===== config.mk =====
export PLATFORM = sky130hd
export DESIGN_NAME = riscv_mem_arbiter
export DESIGN_NICKNAME = d
export VERILOG_FILES = /design/src/rtl/riscv_mem_pkg.sv /design/src/rtl/riscv_mem_arb_prio.sv /design/src/rtl/riscv_mem_arbiter.sv
export SDC_FILE = /design/constraint.sdc
export NUM_CORES = 1
export LEC_CHECK = 0
export CAP_MARGIN = 10
export CELL_PAD_IN_SITES_DETAIL_PLACEMENT = 1
export CELL_PAD_IN_SITES_GLOBAL_PLACEMENT = 1
export CORE_UTILIZATION = 33
export CTS_CLUSTER_DIAMETER = 100
export DETAILED_ROUTE_END_ITERATION = 12
export PLACE_DENSITY_LB_ADDON = 0.1
export SLEW_MARGIN = 20
export SYNTH_ARGS = -nofsm -noshare
export SYNTH_HDL_FRONTEND = slang
export SYNTH_SLANG_ARGS = --single-unit

===== constraint.sdc =====
create_clock -name clock -period 5.1 [get_ports clock]
set_clock_uncertainty 0.1 [all_clocks]
set_input_delay 1.02 -clock clock [delete_from_list [all_inputs] [get_ports clock]]
set_output_delay 1.02 -clock clock [all_outputs]
set_load 0.01 [all_outputs]

===== src/rtl/riscv_mem_pkg.sv =====
// -----------------------------------------------------------------------------
// riscv_mem_pkg
//   Shared definitions for the instruction/data memory arbiter.
//   - state_t      : arbiter FSM encoding (3 bits)
//   - OWN_IF/OWN_D : which requester owns the outstanding transaction
//   - word-address helpers: byte offset width and the low bit of the word
//     address inside a byte address
//   - CNT_W        : width of the starvation counter (covers MAX_DATA_WINS 1..7)
// -----------------------------------------------------------------------------
package riscv_mem_pkg;

    typedef enum logic [2:0] {
        IDLE  = 3'd0,
        ISSUE = 3'd1,
        WAIT  = 3'd2,
        RESP  = 3'd3,
        ERR   = 3'd4
    } state_t;

    localparam logic OWN_IF = 1'b0;
    localparam logic OWN_D  = 1'b1;

    // A byte address splits into {word address, byte offset}.
    localparam int BYTE_OFF_W = 2;
    localparam int WORD_LSB   = BYTE_OFF_W;

    localparam int CNT_W = 3;

endpackage


===== src/rtl/riscv_mem_arb_prio.sv =====
// -----------------------------------------------------------------------------
// riscv_mem_arb_prio
//   Priority selection between the fetch and data ports, plus the saturating
//   starvation counter that eventually forces a fetch grant.
//
//   Ports:
//     clock     in   system clock
//     reset_n   in   asynchronous active-low reset
//     if_req    in   fetch port is requesting
//     d_req     in   data port is requesting
//     grant_en  in   the arbiter is able to accept a request this cycle
//     sel_d     out  data port is the winner (meaningful when grant = 1)
//     grant     out  a request is accepted this cycle
//
//   Data wins ties until it has won MAX_DATA_WINS times in a row against a
//   waiting fetch; at that point fetch wins once and the count restarts.
// -----------------------------------------------------------------------------
module riscv_mem_arb_prio
    import riscv_mem_pkg::*;
#(
    parameter int MAX_DATA_WINS = 4
) (
    input  logic clock,
    input  logic reset_n,
    input  logic if_req,
    input  logic d_req,
    input  logic grant_en,
    output logic sel_d,
    output logic grant
);

    localparam logic [CNT_W-1:0] CNT_MAX = CNT_W'(MAX_DATA_WINS);

    logic [CNT_W-1:0] win_cnt;
    logic             force_if;

    // Fetch is only forced when it is actually waiting.
    assign force_if = if_req && (win_cnt == CNT_MAX);
    assign sel_d    = d_req && !force_if;
    assign grant    = grant_en && (if_req || d_req);

    always_ff @(posedge clock or negedge reset_n) begin
        if (!reset_n) begin
            win_cnt <= '0;
        end else if (grant) begin
            if (sel_d) begin
                // Only a win over a waiting fetch counts as starving it.
                if (if_req && (win_cnt != CNT_MAX)) begin
                    win_cnt <= win_cnt + CNT_W'(1);
                end
            end else begin
                win_cnt <= '0;
            end
        end
    end

endmodule


===== src/rtl/riscv_mem_arbiter.sv =====
// -----------------------------------------------------------------------------
// riscv_mem_arbiter
//   Shares one single-ported, variable-latency word memory between the
//   instruction-fetch port and the load/store port of the core. One
//   transaction is outstanding at a time; the data port has priority with a
//   starvation guard for fetch (see riscv_mem_arb_prio).
//
//   Ports:
//     clock, reset_n          clock, asynchronous active-low reset
//     if_req/if_addr          fetch request (held until if_gnt)
//     if_gnt                  fetch accepted (combinational, IDLE only)
//     if_rvalid/if_rdata      one-cycle fetch response
//     d_req/d_we/d_addr/d_wdata  load/store request (held until d_gnt)
//     d_gnt                   data accepted (combinational, IDLE only)
//     d_rvalid/d_rdata/d_err  one-cycle data response; d_err marks a
//                             misaligned access that never reached memory
//     mem_req/mem_we/mem_addr/mem_wdata  registered request to memory,
//                             mem_addr is the word address
//     mem_ready               memory accepts mem_req this cycle
//     mem_rvalid/mem_rdata    memory response, exactly one per request
//     dbg_state               current FSM state, for observation only
//
//   Handshake: a request is held until its grant; the grant is the accept
//   strobe. On the memory side mem_req is held with stable address/data
//   until mem_ready; exactly one mem_rvalid follows, no earlier than the
//   cycle after mem_ready. Responses are single-cycle rvalid pulses with no
//   back-pressure.
//
//   Timing: grant at N, mem_req at N+1, best case rvalid at N+3 (ISSUE,
//   WAIT, RESP each one cycle). A misaligned data access responds at N+2.
// -----------------------------------------------------------------------------
module riscv_mem_arbiter
    import riscv_mem_pkg::*;
#(
    parameter int ADDR_W        = 32,
    parameter int DATA_W        = 32,
    parameter int MAX_DATA_WINS = 4   // legal range 1..7
) (
    input  logic              clock,
    input  logic              reset_n,

    input  logic              if_req,
    input  logic [ADDR_W-1:0] if_addr,
    output logic              if_gnt,
    output logic              if_rvalid,
    output logic [DATA_W-1:0] if_rdata,

    input  logic              d_req,
    input  logic              d_we,
    input  logic [ADDR_W-1:0] d_addr,
    input  logic [DATA_W-1:0] d_wdata,
    output logic              d_gnt,
    output logic              d_rvalid,
    output logic [DATA_W-1:0] d_rdata,
    output logic              d_err,

    output logic              mem_req,
    output logic              mem_we,
    output logic [ADDR_W-3:0] mem_addr,
    output logic [DATA_W-1:0] mem_wdata,
    input  logic              mem_ready,
    input  logic              mem_rvalid,
    input  logic [DATA_W-1:0] mem_rdata,

    output logic [2:0]        dbg_state
);

    state_t state;
    logic   owner;

    logic   grant_en;
    logic   grant;
    logic   sel_d;

    logic [ADDR_W-1:0] win_addr;
    logic              misaligned;

    assign grant_en = (state == IDLE);

    riscv_mem_arb_prio #(
        .MAX_DATA_WINS (MAX_DATA_WINS)
    ) u_prio (
        .clock    (clock),
        .reset_n  (reset_n),
        .if_req   (if_req),
        .d_req    (d_req),
        .grant_en (grant_en),
        .sel_d    (sel_d),
        .grant    (grant)
    );

    assign if_gnt = grant && !sel_d;
    assign d_gnt  = grant &&  sel_d;

    // Winner's byte address. Only data accesses are alignment-checked; the
    // fetch byte offset is simply dropped when forming the word address.
    assign win_addr   = sel_d ? d_addr : if_addr;
    assign misaligned = sel_d && (win_addr[BYTE_OFF_W-1:0] != '0);

    assign dbg_state = state;

    always_ff @(posedge clock or negedge reset_n) begin
        if (!reset_n) begin
            state     <= IDLE;
            owner     <= OWN_IF;
            mem_req   <= 1'b0;
            mem_we    <= 1'b0;
            mem_addr  <= '0;
            mem_wdata <= '0;
            if_rvalid <= 1'b0;
            if_rdata  <= '0;
            d_rvalid  <= 1'b0;
            d_rdata   <= '0;
            d_err     <= 1'b0;
        end else begin
            // Response strobes are single-cycle unless set below.
            if_rvalid <= 1'b0;
            d_rvalid  <= 1'b0;
            d_err     <= 1'b0;

            case (state)
                IDLE: begin
                    if (grant) begin
                        owner     <= sel_d ? OWN_D : OWN_IF;
                        mem_addr  <= win_addr[ADDR_W-1:WORD_LSB];
                        mem_we    <= sel_d && d_we;
                        mem_wdata <= sel_d ? d_wdata : '0;
                        if (misaligned) begin
                            state <= ERR;
                        end else begin
                            mem_req <= 1'b1;
                            state   <= ISSUE;
                        end
                    end
                end

                ISSUE: begin
                    // mem_rvalid is not looked at here: the memory never
                    // answers in the same cycle it accepts.
                    if (mem_ready) begin
                        mem_req <= 1'b0;
                        state   <= WAIT;
                    end
                end

                WAIT: begin
                    if (mem_rvalid) begin
                        if (owner == OWN_D) begin
                            d_rvalid <= 1'b1;
                            d_rdata  <= mem_we ? '0 : mem_rdata;
                        end else begin
                            if_rvalid <= 1'b1;
                            if_rdata  <= mem_rdata;
                        end
                        state <= RESP;
                    end
                end

                // The response pulse is visible during RESP; no grant here.
                RESP: begin
                    state <= IDLE;
                end

                ERR: begin
                    d_rvalid <= 1'b1;
                    d_err    <= 1'b1;
                    d_rdata  <= '0;
                    state    <= IDLE;
                end

                default: begin
                    state   <= IDLE;
                    mem_req <= 1'b0;
                end
            endcase
        end
    end

endmodule


# After elaboration in Yosys (flattened, before gate mapping)
# Index checks and enable logic that the tools add are counted.
# classes
add_sub_neg,1
eq_ne,12
muxes,25
bitwise_logic,2
n_reduce_logical,21
# op_table
operator,n
32-bit two-way mux,5
32-bit one-hot mux with 2 select lines,1
3-bit two-way mux,6
1-bit two-way mux,10
2-bit inequality test (second input constant),5
3-bit one-hot mux with 3 select lines,1
3-bit AND reduction,3
1-bit logical AND,8
3-bit by 2-bit equality test with 1-bit output (second input constant),2
3-bit equality test (second input constant),2
2-bit AND reduction,2
4-bit AND reduction,1
2-bit nonzero test,2
3-bit by 1-bit adder with 3-bit output (second input constant),1
3-bit by 1-bit equality test with 1-bit output (second input constant),1
3-bit logical NOT,1
3-bit inequality test (second input constant),1
1-bit one-hot mux with 3 select lines,1
3-bit OR reduction,1
1-bit logical NOT,2
2-bit by 1-bit inequality test with 1-bit output (second input constant),1
1-bit inverter,2
1-bit one-hot mux with 2 select lines,1
1-bit logical OR,1
# word_totals
ff_bits,138
in_bits,135
out_inout_bits,136
elab_cells,73

# Logic depth before layout (Yosys ltp)
# depth
depth_word,10
mapped_depth,7
ltp_nobuf,5

# By module
# A second synthesis with hierarchy kept.
# hier_totals
hier_cells,475
area_unflattened_um2,5612.9
# modules_own_cells
mod,n_inst,cells_each,area_per_inst_um2
riscv_mem_arbiter,1,454,5405.2
riscv_mem_arb_prio,1,21,207.7

# Worst setup path after synthesis
# No wires, ideal clock.
# synth_path
kind,input port to output port
start,input port if_req
end,output port d_gnt
arrival_ps,1739
path_slack_ps,2241
stages,4
path_cell_list,and3_1 nor3b_2 buf_4 buf_4
# synth_between
elab_chain_cells,4
elab_cells_between_ends,6
classes_between,reduce/logical (6)
# synth_lines
item,line_no,source
from (decl),riscv_mem_arbiter.sv:42,"input logic if_req,"
1-bit logical AND,riscv_mem_arb_prio.sv:38,assign force_if = if_req && (win_cnt == CNT_MAX);
1-bit logical NOT,riscv_mem_arb_prio.sv:39,assign sel_d = d_req && !force_if;
1-bit logical AND,riscv_mem_arb_prio.sv:39,
1-bit logical AND *,riscv_mem_arbiter.sv:93,assign d_gnt = grant && sel_d;
to (decl),riscv_mem_arbiter.sv:52,"output logic d_gnt,"
# Mark *: on every way between the ends. The rest lies on a longest branch, timed or not.

# Worst setup path in the final report
# layout_path
start,input port if_req
end,output port if_gnt
# layout_between
elab_chain_cells,5
elab_cells_between_ends,7
classes_between,reduce/logical (7)
# layout_lines
item,line_no,source
1-bit logical AND,riscv_mem_arb_prio.sv:38,
1-bit logical NOT,riscv_mem_arb_prio.sv:39,
1-bit logical AND,riscv_mem_arb_prio.sv:39,
1-bit logical NOT,riscv_mem_arbiter.sv:92,assign if_gnt = grant && !sel_d;
1-bit logical AND *,riscv_mem_arbiter.sv:92,
to (decl),riscv_mem_arbiter.sv:44,"output logic if_gnt,"
# Marked as above.

==> impl_metrics.csv <==
group,metric,value,unit
die,start_util,33.9,%
routing,drtIter0Drc,123,
die,rows,46,
sta,period_share,73.5,%
sta,worst_slew_pin_slew,899,ps
layout,layout.nets,775,
sta,maxSlewHeadroom,40.1,%
layout,num_antenna_cells,0,
pwr,peakVddDrop,0.257,mV
setup_path,required,3980,ps
pwr,total_power,0.00561,W
clocking,cts_inserted_buffers,17,
routing,drc_errors,0,
routing,via_per_inst,5.07,
placement,hpwlAfterDp,12000,µm
yosys,seq_area_frac_synth,63.9,%
sta,worst_slack,1350,ps
yosys,synth.area.top_cells,"dfrtp_1 (64%), a22o_1 (11%), a221o_1 (5.6%)",
grt,antenna_found_initial,0,
setup_path,arrival,2630,ps
clocking,cts_tree,"built",
grt,grt_pass1_vias,4787,
setup_path,cp_cell_sequence,"clkdlybuf4s50_1 > and3_1 > o211a_1 > clkdlybuf4s50_1",
die,io-pin-count,271,
die,die-width,130,µm
pwr,power_per_cell_area,631,nW/µm²
placement,pre_cts_slack,1360,ps
setup_path,criticalPathCategory,"input port to output port",
yosys,syn_avg_cell_area,14.5,µm²
sta,finalMaxSlewViolations,0,
placement,place_inst,835,
routing,dr_total_vias,4384,
layout,areaGrowthSynthToFinish,64.4,%
yosys,synth_top_area_share,63.9,%
grt,grt_pass1_wl,26700,µm
die,design.die.area,16900,µm²
job,maxCapViolations,0,
clocking,clk-insertion-delay-late,410,ps
sta,layout_min_cycle_time,3750,ps
clocking,cts_max_level,4,
layout,fillCellCount,1590,
yosys,syn_area,5400,µm²
clocking,cts_sinks,138,
sta,grt_setup_unrepaired,"false",
routing,drtPass1Iterations,4,
sta,timing.fmax,267,MHz
pwr,leakage,3.78,nW
status,run_status,"finished clean",
hold_path,min_path_cells,1,
yosys,synth.distinct_cells,39,
yosys,synth_nets,510,
die,coreArea,15900,µm²
layout,final_cell_mix,"clkdlybuf4s50_1 (267), dfrtp_1 (138), a22o_1 (65)",
clocking,cts-root-buf,"clkbuf_16",
hold_path,hold_path.class,"register to register",
sta,hold_viol_final,0,
routing,wirelength,17200,µm
routing,drtAntennaViolNets,0,
setup_path,cpPeakStageDelay,570,ps
yosys,synth-seq-cells,138,
layout,drive_above_1_share,11.2,%
grt,grt_max_degree,110,
setup_path,crit_path_start_kind,"input port",
setup_path,critPathMostFrequentCell,"clkdlybuf4s50_1",
placement,portBuffers,268,
layout,layout_commonest_cell,"clkdlybuf4s50_1",
yosys,synth-edff-count,0,
yosys,async_reset_ff_share,100,%
setup_path,reg2reg_depth,4,
clocking,cts_resized,0,
layout,final_core_util,55.7,%
clocking,clockBufferDepth,2,
routing,wl_per_cell,19.9,µm
grt,grt.total_usage,21.1,%
sta,final-setup-viol-count,0,
yosys,synth_top_cell_by_area,"dfrtp_1",
clocking,post-cts-setup-buffer-count,0,
clocking,cts_hold_buf,0,
setup_path,endpoint_kind,"output port",
grt,grt_overflow_total,0,
setup_path,path_max_fanout,5,
layout,stdcell_count,865,
yosys,synth-main-ff-cell,"dfrtp_1",
die,dieHeight,130,µm
yosys,syn-instance-count,373,
yosys,yosysWarnings,0,
setup_path,slowest_stage,"clkdlybuf4s50_1",
placement,gp_congestion,0.729,
clocking,path_clk_slew,60,ps
sta,fin_tns_setup,0,ps
Yosys cell counts (all sizes together), types with 2 or more instances:
cell type  instances
a21boi            30
a21o               2
a221o             30
a22o              65
buf               19
clkbuf            12
dfrtp            138
ha                 2
inv                7
mux2              32
nand2              3
nand2b             3
nor3               3
nor3b              3
o21ai              6
final timing paths:
| path | from | end | slack [ps] |
|---|---|---|---|
| worst max register to register | dbg_state[2] | mem_addr[4] | 2520 |
| worst min-delay path | if_rdata[21] | if_rdata[21] | 390 |
| min in group asynchronous | reset_n | if_rdata[30] | 590 |
| worst max-delay path | if_req | if_gnt | 1350 |
| worst min register to register | if_rdata[21] | if_rdata[21] | 390 |
| max in group asynchronous | reset_n | mem_wdata[31] | 3250 |
flip-flops by register name (all words and copies together), names as in the netlist:
register,count
if_rvalid,1
if_rdata,32
mem_we,1
d_rvalid,1
d_err,1
owner,1
mem_wdata,32
dbg_state,3
mem_req,1
d_rdata,32
u_prio.win_cnt,3
mem_addr,30
area by class of cell:
type                            count  area (µm²)  share of cell area (%)
Multi-Input combinational cell    197        1780                    20.0
Sequential cell                   138        3450                    38.9
Clock inverter                     10         144                    1.62
Tap cell                          216         270                    3.04
Timing Repair Buffer              277        2750                    31.0
Inverter                            7        26.3                   0.296
Clock buffer                       20         457                    5.14
metal layers:
layer,track usage (%),routed length [µm]
met1,25.1,6920
met3,8.53,1570
met2,34.0,8320
met5,0,0
met4,8.69,415
critical path, delay by kind of cell:
family	cells	cell delay, ps
AO/OA/AOI/OAI	1	190
AND/OR/NAND/NOR	1	320
buffers and inverters	2	1100
metrics by stage:
step                      hold slack [ps]  instance area (µm²)
after floorplan                       342                 5400
after global placement                363                 8280
after detailed placement              376                 8280
after CTS                             389                 8880
after global routing                  407                 8880
final                                 385                 8880
power breakdown:
group | internal, W | total, W | switching [W]
clock network | 0.000791 | 0.00126 | 0.000464
logic | 0.00143 | 0.00244 | 0.00101
registers | 0.00161 | 0.00191 | 0.000307
kinds of logic (layout without fill, tap and decap cells):
| group | Yosys count | after routing | share of synthesized area, % |
|---|---|---|---|
| flops | 138 | 138 | 63.9 |
| simple gates | 23 | 23 | 3.40 |
| compound gates | 140 | 140 | 22.1 |
| mux | 32 | 32 | 6.67 |
| fa+ha+maj | 2 | 2 | 0.463 |
| buf+inv | 38 | 314 | 3.45 |
Power figures use the tool's default switching activity.
